<file path="src/rtl/divider_pkg.sv">
// Shared state encoding and datapath widths for the divider arbiter.
package divider_pkg;

  typedef enum logic [2:0] {
    ST_IDLE,
    ST_ISSUE,
    ST_WAIT,
    ST_FLUSH,
    ST_RESP
  } state_t;

  localparam int DIV_DW = 64;
  localparam int DIV_QW = 32;
  localparam logic [DIV_QW-1:0] DIV_ERR_Q = 32'hFFFF_FFFF;

endpackage

</file>
<file path="src/rtl/divider_arbiter_rr.sv">
// Combinational round-robin picker: first set request at or after ptr, wrapping.
module rr_arbiter #(
  parameter int NUM_REQ = 4,
  parameter int TAG_W   = 2
) (
  input  logic [NUM_REQ-1:0] req,
  input  logic [TAG_W-1:0]   ptr,
  output logic [NUM_REQ-1:0] grant
);

  int   idx;
  logic found;

  always_comb begin
    grant = '0;
    found = 1'b0;
    idx   = 0;
    for (int k = 0; k < NUM_REQ; k++) begin
      idx = int'(ptr) + k;
      if (idx >= NUM_REQ) idx = idx - NUM_REQ;
      if (!found && req[idx]) begin
        grant[idx] = 1'b1;
        found      = 1'b1;
      end
    end
  end

endmodule

</file>
<file path="src/rtl/divider_arbiter.sv">
// Shares one divider between NUM_REQ clients: round-robin grant, operand capture,
// start pulse, done/timeout tracking and a tagged response held until accepted.
module divider_arbiter
  import divider_pkg::*;
#(
  parameter int NUM_REQ = 4,
  parameter int TAG_W   = 2,
  parameter int TIMEOUT = 80
) (
  input  logic                      clk,
  input  logic                      reset_n,
  input  logic [NUM_REQ-1:0]        req_valid,
  output logic [NUM_REQ-1:0]        req_ready,
  input  logic [NUM_REQ*DIV_DW-1:0] req_dividend,
  input  logic [NUM_REQ*DIV_DW-1:0] req_divisor,
  output logic                      rsp_valid,
  input  logic                      rsp_ready,
  output logic [DIV_QW-1:0]         rsp_quotient,
  output logic [TAG_W-1:0]          rsp_id,
  output logic                      rsp_err,
  output logic                      div_en,
  output logic [DIV_DW-1:0]         div_dividend,
  output logic [DIV_DW-1:0]         div_divisor,
  output logic                      div_reset,
  input  logic [DIV_QW-1:0]         div_quotient,
  input  logic                      div_done
);

  localparam int TMR_W = $clog2(TIMEOUT);

  state_t             state_q, state_d;
  logic [TAG_W-1:0]   ptr_q, ptr_d;
  logic [TAG_W-1:0]   id_q, id_d;
  logic [TMR_W-1:0]   timer_q, timer_d;
  logic [DIV_DW-1:0]  dividend_q, dividend_d;
  logic [DIV_DW-1:0]  divisor_q, divisor_d;
  logic [DIV_QW-1:0]  quot_q, quot_d;
  logic               err_q, err_d;
  logic               div_reset_q, div_reset_d;

  logic [DIV_DW-1:0]  dividend_arr [NUM_REQ];
  logic [DIV_DW-1:0]  divisor_arr  [NUM_REQ];
  logic [NUM_REQ-1:0] grant;
  logic [TAG_W-1:0]   grant_idx;

  for (genvar gi = 0; gi < NUM_REQ; gi++) begin : g_unpack
    assign dividend_arr[gi] = req_dividend[DIV_DW*gi +: DIV_DW];
    assign divisor_arr[gi]  = req_divisor[DIV_DW*gi +: DIV_DW];
  end

  rr_arbiter #(
    .NUM_REQ (NUM_REQ),
    .TAG_W   (TAG_W)
  ) u_rr (
    .req   (req_valid),
    .ptr   (ptr_q),
    .grant (grant)
  );

  always_comb begin
    grant_idx = '0;
    for (int i = 0; i < NUM_REQ; i++) begin
      if (grant[i]) grant_idx = TAG_W'(i);
    end
  end

  always_comb begin
    state_d    = state_q;
    ptr_d      = ptr_q;
    id_d       = id_q;
    timer_d    = timer_q;
    dividend_d = dividend_q;
    divisor_d  = divisor_q;
    quot_d     = quot_q;
    err_d      = err_q;
    req_ready  = '0;
    unique case (state_q)
      ST_IDLE: begin
        if (|grant) begin
          req_ready  = grant;
          id_d       = grant_idx;
          dividend_d = dividend_arr[grant_idx];
          divisor_d  = divisor_arr[grant_idx];
          // A zero divisor never reaches the core; answer straight away.
          if (divisor_arr[grant_idx] == '0) begin
            quot_d  = DIV_ERR_Q;
            err_d   = 1'b1;
            state_d = ST_RESP;
          end else begin
            state_d = ST_ISSUE;
          end
        end
      end
      ST_ISSUE: begin
        timer_d = '0;
        state_d = ST_WAIT;
      end
      ST_WAIT: begin
        timer_d = timer_q + 1'b1;
        if (div_done) begin
          quot_d  = div_quotient;
          err_d   = 1'b0;
          state_d = ST_RESP;
        end else if (timer_q == TMR_W'(TIMEOUT - 1)) begin
          state_d = ST_FLUSH;
        end
      end
      ST_FLUSH: begin
        quot_d  = '0;
        err_d   = 1'b1;
        state_d = ST_RESP;
      end
      ST_RESP: begin
        if (rsp_ready) begin
          ptr_d   = (id_q == TAG_W'(NUM_REQ - 1)) ? '0 : id_q + 1'b1;
          state_d = ST_IDLE;
        end
      end
      default: state_d = ST_IDLE;
    endcase
    div_reset_d = (state_d == ST_FLUSH);
  end

  always_ff @(posedge clk or negedge reset_n) begin
    if (!reset_n) begin
      state_q     <= ST_IDLE;
      ptr_q       <= '0;
      id_q        <= '0;
      timer_q     <= '0;
      dividend_q  <= '0;
      divisor_q   <= '0;
      quot_q      <= '0;
      err_q       <= 1'b0;
      div_reset_q <= 1'b1;
    end else begin
      state_q     <= state_d;
      ptr_q       <= ptr_d;
      id_q        <= id_d;
      timer_q     <= timer_d;
      dividend_q  <= dividend_d;
      divisor_q   <= divisor_d;
      quot_q      <= quot_d;
      err_q       <= err_d;
      div_reset_q <= div_reset_d;
    end
  end

  assign div_en       = (state_q == ST_ISSUE);
  assign div_dividend = dividend_q;
  assign div_divisor  = divisor_q;
  assign div_reset    = div_reset_q;
  assign rsp_valid    = (state_q == ST_RESP);
  assign rsp_quotient = quot_q;
  assign rsp_id       = id_q;
  assign rsp_err      = err_q;

endmodule

</file>
<file path="config.mk">
export PLATFORM = sky130hd
export DESIGN_NAME = divider_arbiter
export DESIGN_NICKNAME = d
export VERILOG_FILES = /design/src/rtl/divider_pkg.sv /design/src/rtl/divider_arbiter_rr.sv /design/src/rtl/divider_arbiter.sv
export SDC_FILE = /design/constraint.sdc
export NUM_CORES = 1
export LEC_CHECK = 0
export BUFFER_PORTS_ARGS = -buffer_cell sky130_fd_sc_hd__buf_2
export CORE_AREA = 2 2 285 287
export CTS_CLUSTER_SIZE = 20
export DETAILED_ROUTE_END_ITERATION = 10
export DIE_AREA = 0 0 287 289
export PLACE_DENSITY = 0.33
export SLEW_MARGIN = 20
export SYNTH_ARGS = -nofsm -noshare
export SYNTH_HDL_FRONTEND = slang
export SYNTH_SLANG_ARGS = --single-unit
</file>
<file path="constraint.sdc">
create_clock -name clk -period 5.1 [get_ports clk]
set_clock_uncertainty 0.15 [all_clocks]
set_input_delay 0 -clock clk [delete_from_list [all_inputs] [get_ports clk]]
set_output_delay 0 -clock clk [all_outputs]
set_load 0.01 [all_outputs]
</file>
==> results.py <==
metrics = {
    "run_status": {
        "status": "completed",
    },
    "placement": {
        "dp_cells": 3072,
        "io_buffer_count": 721,
        "pre_cts_slack_ns": 0.0564,
        "hpwl_um": 52500,
        "placed_cell_area_sq_mm": 0.0159,
        "routabilityCongestion": 0.910,
    },
    "critical_path": {
        "cpPeakStageDelay_ns": 0.65,
        "end_kind": "flip-flop",
        "timing.rr.start": "ptr_q[0]$_DFFE_PN0P_",
        "cp_slowest_cell": "or4_1",
        "crit_fanout": 54,
        "reg2reg_to": "state_q[2]$_DFF_PN0_",
        "worst-path-buf-inv": 2,
        "critical_path_class": "flip-flop to flip-flop",
        "critical_path_arrival_ns": 4.96,
        "required_ns": 5.36,
        "start_kind": "flip-flop",
        "critical_path.top_delay_family": "simple AND/OR/NAND/NOR gates",
        "rr_worst_depth": 12,
        "reg2reg_slack_ns": 0.40,
        "worstPathCellList": "inv_1 > ha_1 > mux2i_1 > mux2_2 > a221o_4 > a21oi_1 > a22oi_1 > or4_1 > nor4_4 > nand4_2 > buf_12 > nand3_1",
    },
    "yosys": {
        "synth_compound_area_share_pct": 26.0,
        "synth-async-reset-ratio_pct": 100,
        "synth-simple-area-share_pct": 24.1,
        "syn-num-nets": 1948,
        "synth.area.top_cells": "dfrtp_1, a21oi_1, nor2_1, nand2_1, a311oi_1",
        "yosys_most_used_dff": "dfrtp_1",
        "postSynthCellCount": 1389,
        "synth-seq-cells": 176,
        "synth_top_area_share_pct": 39.6,
        "yosysWarningCount": 0,
        "synth_top_family_by_area": "compound AO/OA/AOI/OAI gates",
        "ys_types": 58,
        "avgSynthCellArea_sq_um": 7.96,
        "synth_edf_count": 0,
        "synthMuxAreaShare_pct": 4.39,
        "synth.cell_area_sq_mm": 0.0111,
        "yosysSeqAreaShare_pct": 39.8,
        "synth_xor_area_share_pct": 0.0792,
        "synth_largest_area_cell": "dfrtp_1",
        "yosys.area_share.adder_pct": 0.792,
    },
    "finish": {
        "final_area_sq_mm": 0.0194,
        "utilization_pct": 24.3,
        "layout-drive-gt1-share_pct": 36.6,
        "nNetsFinal": 2887,
        "fin_cells": 3407,
        "fillers": 8945,
        "synthToLayoutAreaGrowth_pct": 75.6,
    },
    "sta": {
        "setup_ws_ns": 0.396,
        "layout_min_cycle_time_ns": 4.70,
        "slew_headroom_pct": 30.4,
        "setup_viol": 0,
        "rsz0062_at_grt": "no",
        "whs_ns": 0.0582,
        "drv_slew": 0,
        "period_share_pct": 92.2,
        "worst_pin_slew_ns": 1.03,
        "hold_viol_final": 0,
        "setup_tns_ns": 0,
        "max_freq_mhz": 213,
    },
    "routing": {
        "dr.first_iter.drc_count": 839,
        "ant_nets": 0,
        "detail_route.wl_per_cell_um": 19.7,
        "wl_um": 67100,
        "firstDrtPassIters": 5,
        "via_per_inst": 4.25,
        "dr_total_vias": 14474,
        "drc": 0,
    },
    "clocking": {
        "clk_latency_ns": 0.48,
        "htree_levels": 4,
        "clk_path_buf_depth": 2,
        "cts_tree": "done",
        "numCtsBuffers": 17,
        "cts_root_buffer": "clkbuf_16",
        "clock-sinks": 176,
        "clk_pin_slew_ns": 0.08,
    },
    "pwr": {
        "power_density_mw_per_mm2": 760,
        "p_leak_nw": 8.75,
        "power.total_mw": 14.8,
        "vdd_ir_drop_max_uv": 401,
    },
    "floorplanning": {
        "ios": 722,
        "die_height_um": 289,
        "fp.dieW_um": 287,
        "core_sq_mm": 0.0799,
        "start_util_pct": 13.8,
        "rows": 104,
        "die_area_sq_mm": 0.0829,
    },
    "worst_hold_path": {
        "min_to": "div_divisor[54]$_DFFE_PN0P_",
        "holdPathStages": 4,
        "hold_path.class": "input port to flip-flop",
        "worstHoldStart": "req_divisor[182]",
    },
    "global_routing": {
        "grt_pass1_vias": 14746,
        "grt_pass1_wl_um": 94600,
        "grtUsageTotal_pct": 15.5,
        "overflow": 0,
        "antenna_found_initial": 12,
        "grt_max_degree": 106,
    },
    "run": {
        "maxCapViolCount": 0,
    },
}
## Yosys cell counts, types with 12 or more instances
cell / n
a221oi_1: 15
nand3_1: 12
o21ai_0: 14
nand2_1: 174
a311oi_1: 68
o221ai_1: 31
dfrtp_1: 175
a22oi_1: 18
mux2_2: 34
or3_1: 34
clkbuf_1: 106
a21oi_1: 251
nand2_2: 20
nor2_1: 240
nand4_1: 13
nor3b_1: 37
nor4_1: 14
## worst max-delay path by stage
stage	start	to	slack, ns	cells after the start
2_1_floorplan	ptr_q[1]$_DFFE_PN0P_	rsp_quotient[2]$_DFFE_PN0P_	1.00	14
3_3_place_gp	ptr_q[0]$_DFFE_PN0P_	state_q[2]$_DFF_PN0_	0.12	13
3_5_place_dp	ptr_q[0]$_DFFE_PN0P_	state_q[2]$_DFF_PN0_	0.06	13
4_1_cts	ptr_q[0]$_DFFE_PN0P_	state_q[2]$_DFF_PN0_	0.009	13
5_1_grt	ptr_q[0]$_DFFE_PN0P_	state_q[2]$_DFF_PN0_	0.06	15
6_report	ptr_q[0]$_DFFE_PN0P_	state_q[2]$_DFF_PN0_	0.40	12
## logic make-up after synthesis
kind of cell / after synthesis
adder cells (fa/ha/maj): 7
AO/OA/AOI/OAI: 448
AND/OR/NAND/NOR: 583
multiplexers: 43
buffers and inverters: 131
flip-flops: 176
XOR/XNOR: 1
## flip-flops by register name, indices dropped and copies added (netlist names)
name and cells:
div_dividend 64, div_divisor 64, rsp_quotient 32, timer_q 7, state_q 3, ptr_q 2
rsp_id 2, div_reset 1, rsp_err 1
## placed cells by master (no fill, tap or decap), types with 17 or more instances in the layout
| cell | count |
|---|---|
| buf_2 | 720 |
| dlygate4sd3_1 | 293 |
| a21oi_1 | 250 |
| nor2_1 | 238 |
| dfrtp_1 | 175 |
| nand2_1 | 174 |
| a311oi_1 | 68 |
| nor3b_1 | 37 |
| or3_1 | 34 |
| mux2_2 | 34 |
| o221ai_1 | 31 |
| buf_4 | 23 |
| nand2_2 | 20 |
| a22oi_1 | 18 |
| clkbuf_16 | 17 |
## metal layers
layer  GRT usage [%]  up-vias  wire [um]
li1                -     6946          -
met1            18.5     6893      27800
met2            27.1      544      33600
met3            3.65       83       3840
met4            5.55        8       1850
met5               0        -         39
## report_power, final
part	internal (mW)	leakage [nW]	total (mW)	switching, mW
sequential	2.12	2.03	2.50	0.379
clock	0.653	0.280	1.38	0.724
combinational	4.76	6.44	10.9	6.13
total	7.53	8.75	14.8	7.24
## worst reg2reg max path: stages, from the launching register on
cell	delay [ns]
dfrtp_1	0.38
inv_1	0.10
ha_1	0.41
mux2i_1	0.40
mux2_2	0.43
a221o_4	0.59
a21oi_1	0.28
a22oi_1	0.12
or4_1	0.65
nor4_4	0.35
nand4_2	0.36
buf_12	0.32
nand3_1	0.09
## area by class of cell
type	count	area, sq um	area share (%)
Sequential cell	176	4410	22.7
Multi-Input combinational cell	1082	6200	31.9
Timing Repair Buffer	1045	6880	35.4
Inverter	6	22.5	0.116
Antenna cell	6	15.0	0.0773
Clock inverter	14	143	0.734
Tap cell	1060	1330	6.83
Clock buffer	18	429	2.21
## repair_timing
action | in CTS | in global routing
setup endpoints to repair | 0 | 30
hold buffers | 293 | 0
endpoints found under the hold margin | 260 | 0
resized for setup | 0 | 2
buffers inserted | 0 | 4
Power figures use the tool's default switching activity.
